**src/rtl/mmio_port_hub.sv**
```systemverilog
// Memory-mapped I/O hub: input channels, output registers with write strobes, edge-triggered IRQs.
// Define MMIO_PORT_HUB_IRQ_EN to build the interrupt controller; otherwise INTR is tied low.
module mmio_port_hub #(
    parameter int unsigned N_IN      = 6,
    parameter int unsigned N_OUT     = 5,
    parameter int unsigned N_IRQ     = 2,
    parameter int unsigned DATA_W    = 32,
    parameter logic [31:0] IN_BASE   = 32'h1100_0000,
    parameter logic [31:0] OUT_BASE  = 32'h1140_0000,
    parameter logic [31:0] CTRL_BASE = 32'h11F0_0000,
    parameter logic [31:0] STRIDE    = 32'h0004_0000
) (
    input  logic                    CLK,
    input  logic                    RST_N,
    input  logic [31:0]             IOBUS_ADDR,
    input  logic [31:0]             IOBUS_OUT,
    input  logic                    IOBUS_WR,
    output logic [31:0]             IOBUS_IN,
    input  logic [N_IN*DATA_W-1:0]  IN_DATA,
    output logic [N_OUT*DATA_W-1:0] OUT_DATA,
    output logic [N_OUT-1:0]        OUT_WSTB,
    input  logic [N_IRQ-1:0]        IRQ_SRC,
    output logic                    INTR
);

    logic [N_OUT*DATA_W-1:0] out_q;
    logic [N_OUT-1:0]        wstb_q;
    logic [N_OUT-1:0]        wr_hit;
    logic [31:0]             ctrl_rdata;

    always_comb begin
        wr_hit = '0;
        for (int j = 0; j < N_OUT; j++) begin
            if (IOBUS_WR && (IOBUS_ADDR == OUT_BASE + 32'(j) * STRIDE)) begin
                wr_hit[j] = 1'b1;
            end
        end
    end

    always_ff @(posedge CLK or negedge RST_N) begin
        if (!RST_N) begin
            out_q  <= '0;
            wstb_q <= '0;
        end else begin
            wstb_q <= wr_hit;
            for (int j = 0; j < N_OUT; j++) begin
                if (wr_hit[j]) begin
                    out_q[j*DATA_W +: DATA_W] <= IOBUS_OUT[DATA_W-1:0];
                end
            end
        end
    end

    assign OUT_DATA = out_q;
    assign OUT_WSTB = wstb_q;

    // Read mux: lowest input channel first, then outputs, then control registers.
    always_comb begin
        logic hit;
        hit      = 1'b0;
        IOBUS_IN = '0;
        for (int i = 0; i < N_IN; i++) begin
            if (!hit && (IOBUS_ADDR == IN_BASE + 32'(i) * STRIDE)) begin
                IOBUS_IN[DATA_W-1:0] = IN_DATA[i*DATA_W +: DATA_W];
                hit = 1'b1;
            end
        end
        for (int j = 0; j < N_OUT; j++) begin
            if (!hit && (IOBUS_ADDR == OUT_BASE + 32'(j) * STRIDE)) begin
                IOBUS_IN[DATA_W-1:0] = out_q[j*DATA_W +: DATA_W];
                hit = 1'b1;
            end
        end
        if (!hit) begin
            IOBUS_IN = ctrl_rdata;
        end
    end

`ifdef MMIO_PORT_HUB_IRQ_EN
    logic [N_IRQ-1:0] sync1_q, sync2_q, hist_q, pend_q, mask_q;
    logic [N_IRQ-1:0] edge_det, pend_d;
    logic             pend_wr, mask_wr;

    assign pend_wr  = IOBUS_WR && (IOBUS_ADDR == CTRL_BASE);
    assign mask_wr  = IOBUS_WR && (IOBUS_ADDR == CTRL_BASE + STRIDE);
    assign edge_det = sync2_q & ~hist_q;

    // A new edge wins over a simultaneous write-1-to-clear of the same bit.
    always_comb begin
        pend_d = pend_q;
        if (pend_wr) begin
            pend_d = pend_d & ~IOBUS_OUT[N_IRQ-1:0];
        end
        pend_d = pend_d | edge_det;
    end

    always_ff @(posedge CLK or negedge RST_N) begin
        if (!RST_N) begin
            sync1_q <= '0;
            sync2_q <= '0;
            hist_q  <= '0;
            pend_q  <= '0;
            mask_q  <= '0;
        end else begin
            sync1_q <= IRQ_SRC;
            sync2_q <= sync1_q;
            hist_q  <= sync2_q;
            pend_q  <= pend_d;
            if (mask_wr) begin
                mask_q <= IOBUS_OUT[N_IRQ-1:0];
            end
        end
    end

    always_comb begin
        ctrl_rdata = '0;
        if (IOBUS_ADDR == CTRL_BASE) begin
            ctrl_rdata[N_IRQ-1:0] = pend_q;
        end else if (IOBUS_ADDR == CTRL_BASE + STRIDE) begin
            ctrl_rdata[N_IRQ-1:0] = mask_q;
        end
    end

    assign INTR = |(pend_q & mask_q);
`else
    logic unused_irq_src;

    assign unused_irq_src = ^IRQ_SRC;
    assign ctrl_rdata     = '0;
    assign INTR           = 1'b0;
`endif

endmodule

```
**config.mk**
```make
export PLATFORM = sky130hd
export DESIGN_NAME = mmio_port_hub
export DESIGN_NICKNAME = d
export VERILOG_FILES = /design/src/rtl/mmio_port_hub.sv
export SDC_FILE = /design/constraint.sdc
export NUM_CORES = 1
export LEC_CHECK = 0
export BUFFER_PORTS_ARGS = -buffer_cell sky130_fd_sc_hd__buf_2
export CORE_AREA = 2 2 177 179
export CTS_BUF_LIST = sky130_fd_sc_hd__clkbuf_4
export CTS_CLUSTER_SIZE = 12
export DETAILED_ROUTE_END_ITERATION = 10
export DIE_AREA = 0 0 179 181
export PLACE_DENSITY = 0.69
export SYNTH_ARGS = -nofsm -noshare
export SYNTH_HDL_FRONTEND = slang
export SYNTH_SLANG_ARGS = --single-unit
```
**constraint.sdc**
```tcl
create_clock -name CLK -period 2.47 [get_ports CLK]
set_input_delay 0.494 -clock CLK [delete_from_list [all_inputs] [get_ports CLK]]
set_output_delay 0.494 -clock CLK [all_outputs]
set_load 0.02 [all_outputs]
```
==> results.txt <==
The run finished, with violations left. The final reports fail on setup timing. The number of antenna violations at the first check in global routing is 4. The deepest clock path buffer count came out at 2. The top flip-flop cell by instance count after synthesis is dfrtp_1. Of the total power, combinational logic draws 14.0%. Between clock sinks in the finished design, the worst skew comes to 0 ps. Counting flops with an async set or reset pin after synthesis yields a share of 100%. The worst voltage drop across the vdd grid came out at 0.270 mV. The utilization after layout came out at 50.2%. The internal power of the cells came out at 3530 uW. Counting the buffers created by CTS gives 17.

Setup repair after global routing could not meet its margin everywhere. The worst setup path is captured at a primary output. The die outline area came out at 32400 um^2. The type of origin of the critical path is a primary input. The HPWL after detailed placement is 36.9 mm. The period utilization came out at 124%. The flip-flop and latch count after synthesis is 165.

Across all hold checks on the routed design, the worst slack comes to 171 ps. The overall power of the completed layout is 4970 uW. The post-synthesis cell type count came out at 65. Synthesis produced 874 cells. The placeable core region is 30300 um^2. The highest fanout seen on the critical path is 6. The required time of the critical path came out at 1980 ps. In this run the worst hold path is classified as in2reg. The global placement routability congestion came out at 0.900. The root buffer cell chosen for the clock tree is clkbuf_4.

The critical path in this run is classified as in2out. After clock tree synthesis, the clock-pin slew on the worst setup and hold paths is 160 ps. The remaining antenna violation count after routing came out at 0. The remaining global-route overflow came out at 0. The clock reaches the later pin of the worst-skew pair after 570 ps. The final count of pins violating max slew came out at 0.

The relative slew slack came out at 61.1%. The number of design-rule violations left by the first detailed-router iteration came out at 830. The filler cell count in the final layout is 2744. The horizontal die dimension is 179 um. The count of buffers added on input and output ports is 455. The area of the mapped netlist is 9800 um^2. The net count of the finished layout is 1713.

The setup-violating endpoint count in the final report is 32. The maximum clock frequency came out at 325 MHz. The number of clock sinks is 165.

The post-placement worst setup slack is -729 ps. The placed instance area came out at 14100 um^2. From synthesis to final layout, the design area changed by 55.6%. In this run the core area contains 64 standard-cell rows. For this design the top-level I/O count stands at 459. The smallest clock period supported by the final layout is computed as 3070 ps. Walking the worst path, the cells encountered are buf_6 > nor4_4 > nand4_1 > buf_6 > nor3_4 > o21ai_1 > a2111o_1 > a31oi_4 > buf_6.

The first-pass GRT wire length came out at 69.4 mm. The share of post-route cells with drive strength above 1 came out at 60.1%. The number of iterations in the first detailed-routing pass is 7.

Dividing total power by cell area gives a power density of 326 nW/um^2. The switching share of power is 29.1%. The mean instance size in the synthesized netlist is 11.2 um^2. In this run the vertical extent of the chip is 181 um. The global-route usage over all layers is 29.7%.

TritonCTS built the clock tree. The via count of the first global-routing pass came out at 10800. The slowest stage of the critical path is the a2111o_1 cell. The cell that appears most often on the critical path is buf_6. The area of all placed cells without fillers is 15200 um^2. The cell type group with the largest total delay on the critical path is simple AND/OR/NAND/NOR gates.

Together, buffers and inverters on the worst path number 3. The share of the yosys chip area belonging to registers is 42.1%. The measured slew at the worst slew-check pin came out at 584 ps. The static power due to leakage came out at 0.00801 uW. After detailed routing, the total wire length is 49.3 mm. The most common cell after layout, fill and taps aside is buf_2. The maximum number of pins on one net before global-route repair is 45. The max-capacitance violation count is 0. The initial core utilization came out at 32.3%. The clock share of power came out at 31.6%. The share of total power dissipated in sequential elements is 54.3%. For this design the total switching power over the nets is 1450 uW. The critical path's largest stage delay is 460 ps. Across all setup checks in the final design, the least slack found is -603 ps. The endpoint arrival time on the critical path came out at 2580 ps. The number of H-tree branching levels came out at 4. The remaining design rule violation count came out at 0. Synthesis produced a netlist with a net count of 1135. The detailed-route via count came out at 10500. The routed wirelength normalized by instance count came out at 26.4 um. The library cells used most frequently in the layout, excluding fill and tap cells, are buf_2, dfrtp_1, buf_4. The yosys synthesis warning count is 0.

The count of flip-flops with a built-in enable after synthesis is 0. In this run the register-to-register setup slack is 1590 ps. After detailed routing, the number of vias per cell comes to 5.65. The final count of hold timing violations came out at 0.
[cell families after synthesis]
family	count (synthesis)	share of synthesized area [%]
buf+inv	86	4.42
other cells	1	0.0383
compound gates	236	18.0
flops	165	42.1
xor+xnor	1	0.0894
mux	199	23.9
simple gates	186	11.4
[metal layers]
layer	up-vias	track usage, %	share of wire, %
li1	4535	-	-
met1	5203	34.8	37
met2	673	51.0	50
met3	114	6.14	8.8
met4	2	14.7	4.1
met5	-	0	0.026
[power groups by stage]
stage               Combinational, uW  Sequential, uW  Clock, uW
finish                            699            2700       1570
global route                      750            2700       1720
CTS                               693            2700       1620
detailed placement                671            2750          0
global placement                  662            2750          0
floorplan                         172            2750          0
[worst paths after layout]
kind                                endpoint           start  cells past startpoint
min in group asynchronous       OUT_DATA[86]           RST_N                      2
worst min register to register  OUT_DATA[93]    OUT_DATA[93]                      1
max in group asynchronous       OUT_DATA[74]           RST_N                      3
worst min-delay path             OUT_DATA[8]    IOBUS_OUT[8]                      2
worst max register to register  OUT_DATA[13]    OUT_DATA[13]                      1
worst max-delay path             IOBUS_IN[1]  IOBUS_ADDR[10]                      9
[final cells by class]
class                   count  area, um^2  share of cell area (%)
multi-input cells         625        5920                    38.8
repair buffers            628        4380                    28.7
flip-flops and latches    165        4130                    27.1
diodes                      3        7.51                  0.0492
clock buffers              17         128                   0.837
well taps                 396         495                    3.25
inverters                  15        56.3                   0.369
clock inverters            15         131                   0.862
[stage by stage]
stage,std cells,TNS [ps]
finish,1864,-16650
detailed placement,1803,-73150
CTS,1860,-15910
floorplan,874,-4360
global route,1864,-19230
global placement,1803,-67700
[flip-flops by register name (all words and copies together), names as in the netlist]
| signal | flops |
|---|---|
| OUT_WSTB | 5 |
| OUT_DATA | 160 |
[timing repair]
item / CTS / global route
endpoints found under the setup margin: 32 / 32
cloned: 4 / 0
hold buffers: 1 / 0
resized for setup: 140 / 27
buffers inserted: 20 / 4
pin swaps: 50 / 13
endpoints found under the hold margin: 38 / 0
[Yosys cell counts, types with 9 or more instances]
cell,count,share of area (%)
a21oi_1,28,1.4
a221oi_1,20,1.8
a222oi_1,10,1.0
a22oi_1,31,2.4
buf_2,25,1.3
clkbuf_1,27,1.0
dfrtp_1,165,42
inv_1,14,0.54
mux2_1,55,6.3
mux2_2,70,8.0
mux2_4,39,6.0
mux2i_1,35,3.6
nand2_1,44,1.7
nand3_1,31,1.6
nor2_1,42,1.6
nor3_1,14,0.71
o2111a_1,9,1.0
o2111ai_1,11,0.98
o21a_1,16,1.2
o21ai_0,35,1.8
o22ai_1,20,1.3
No activity file was read; power rests on OpenSTA's default activity.
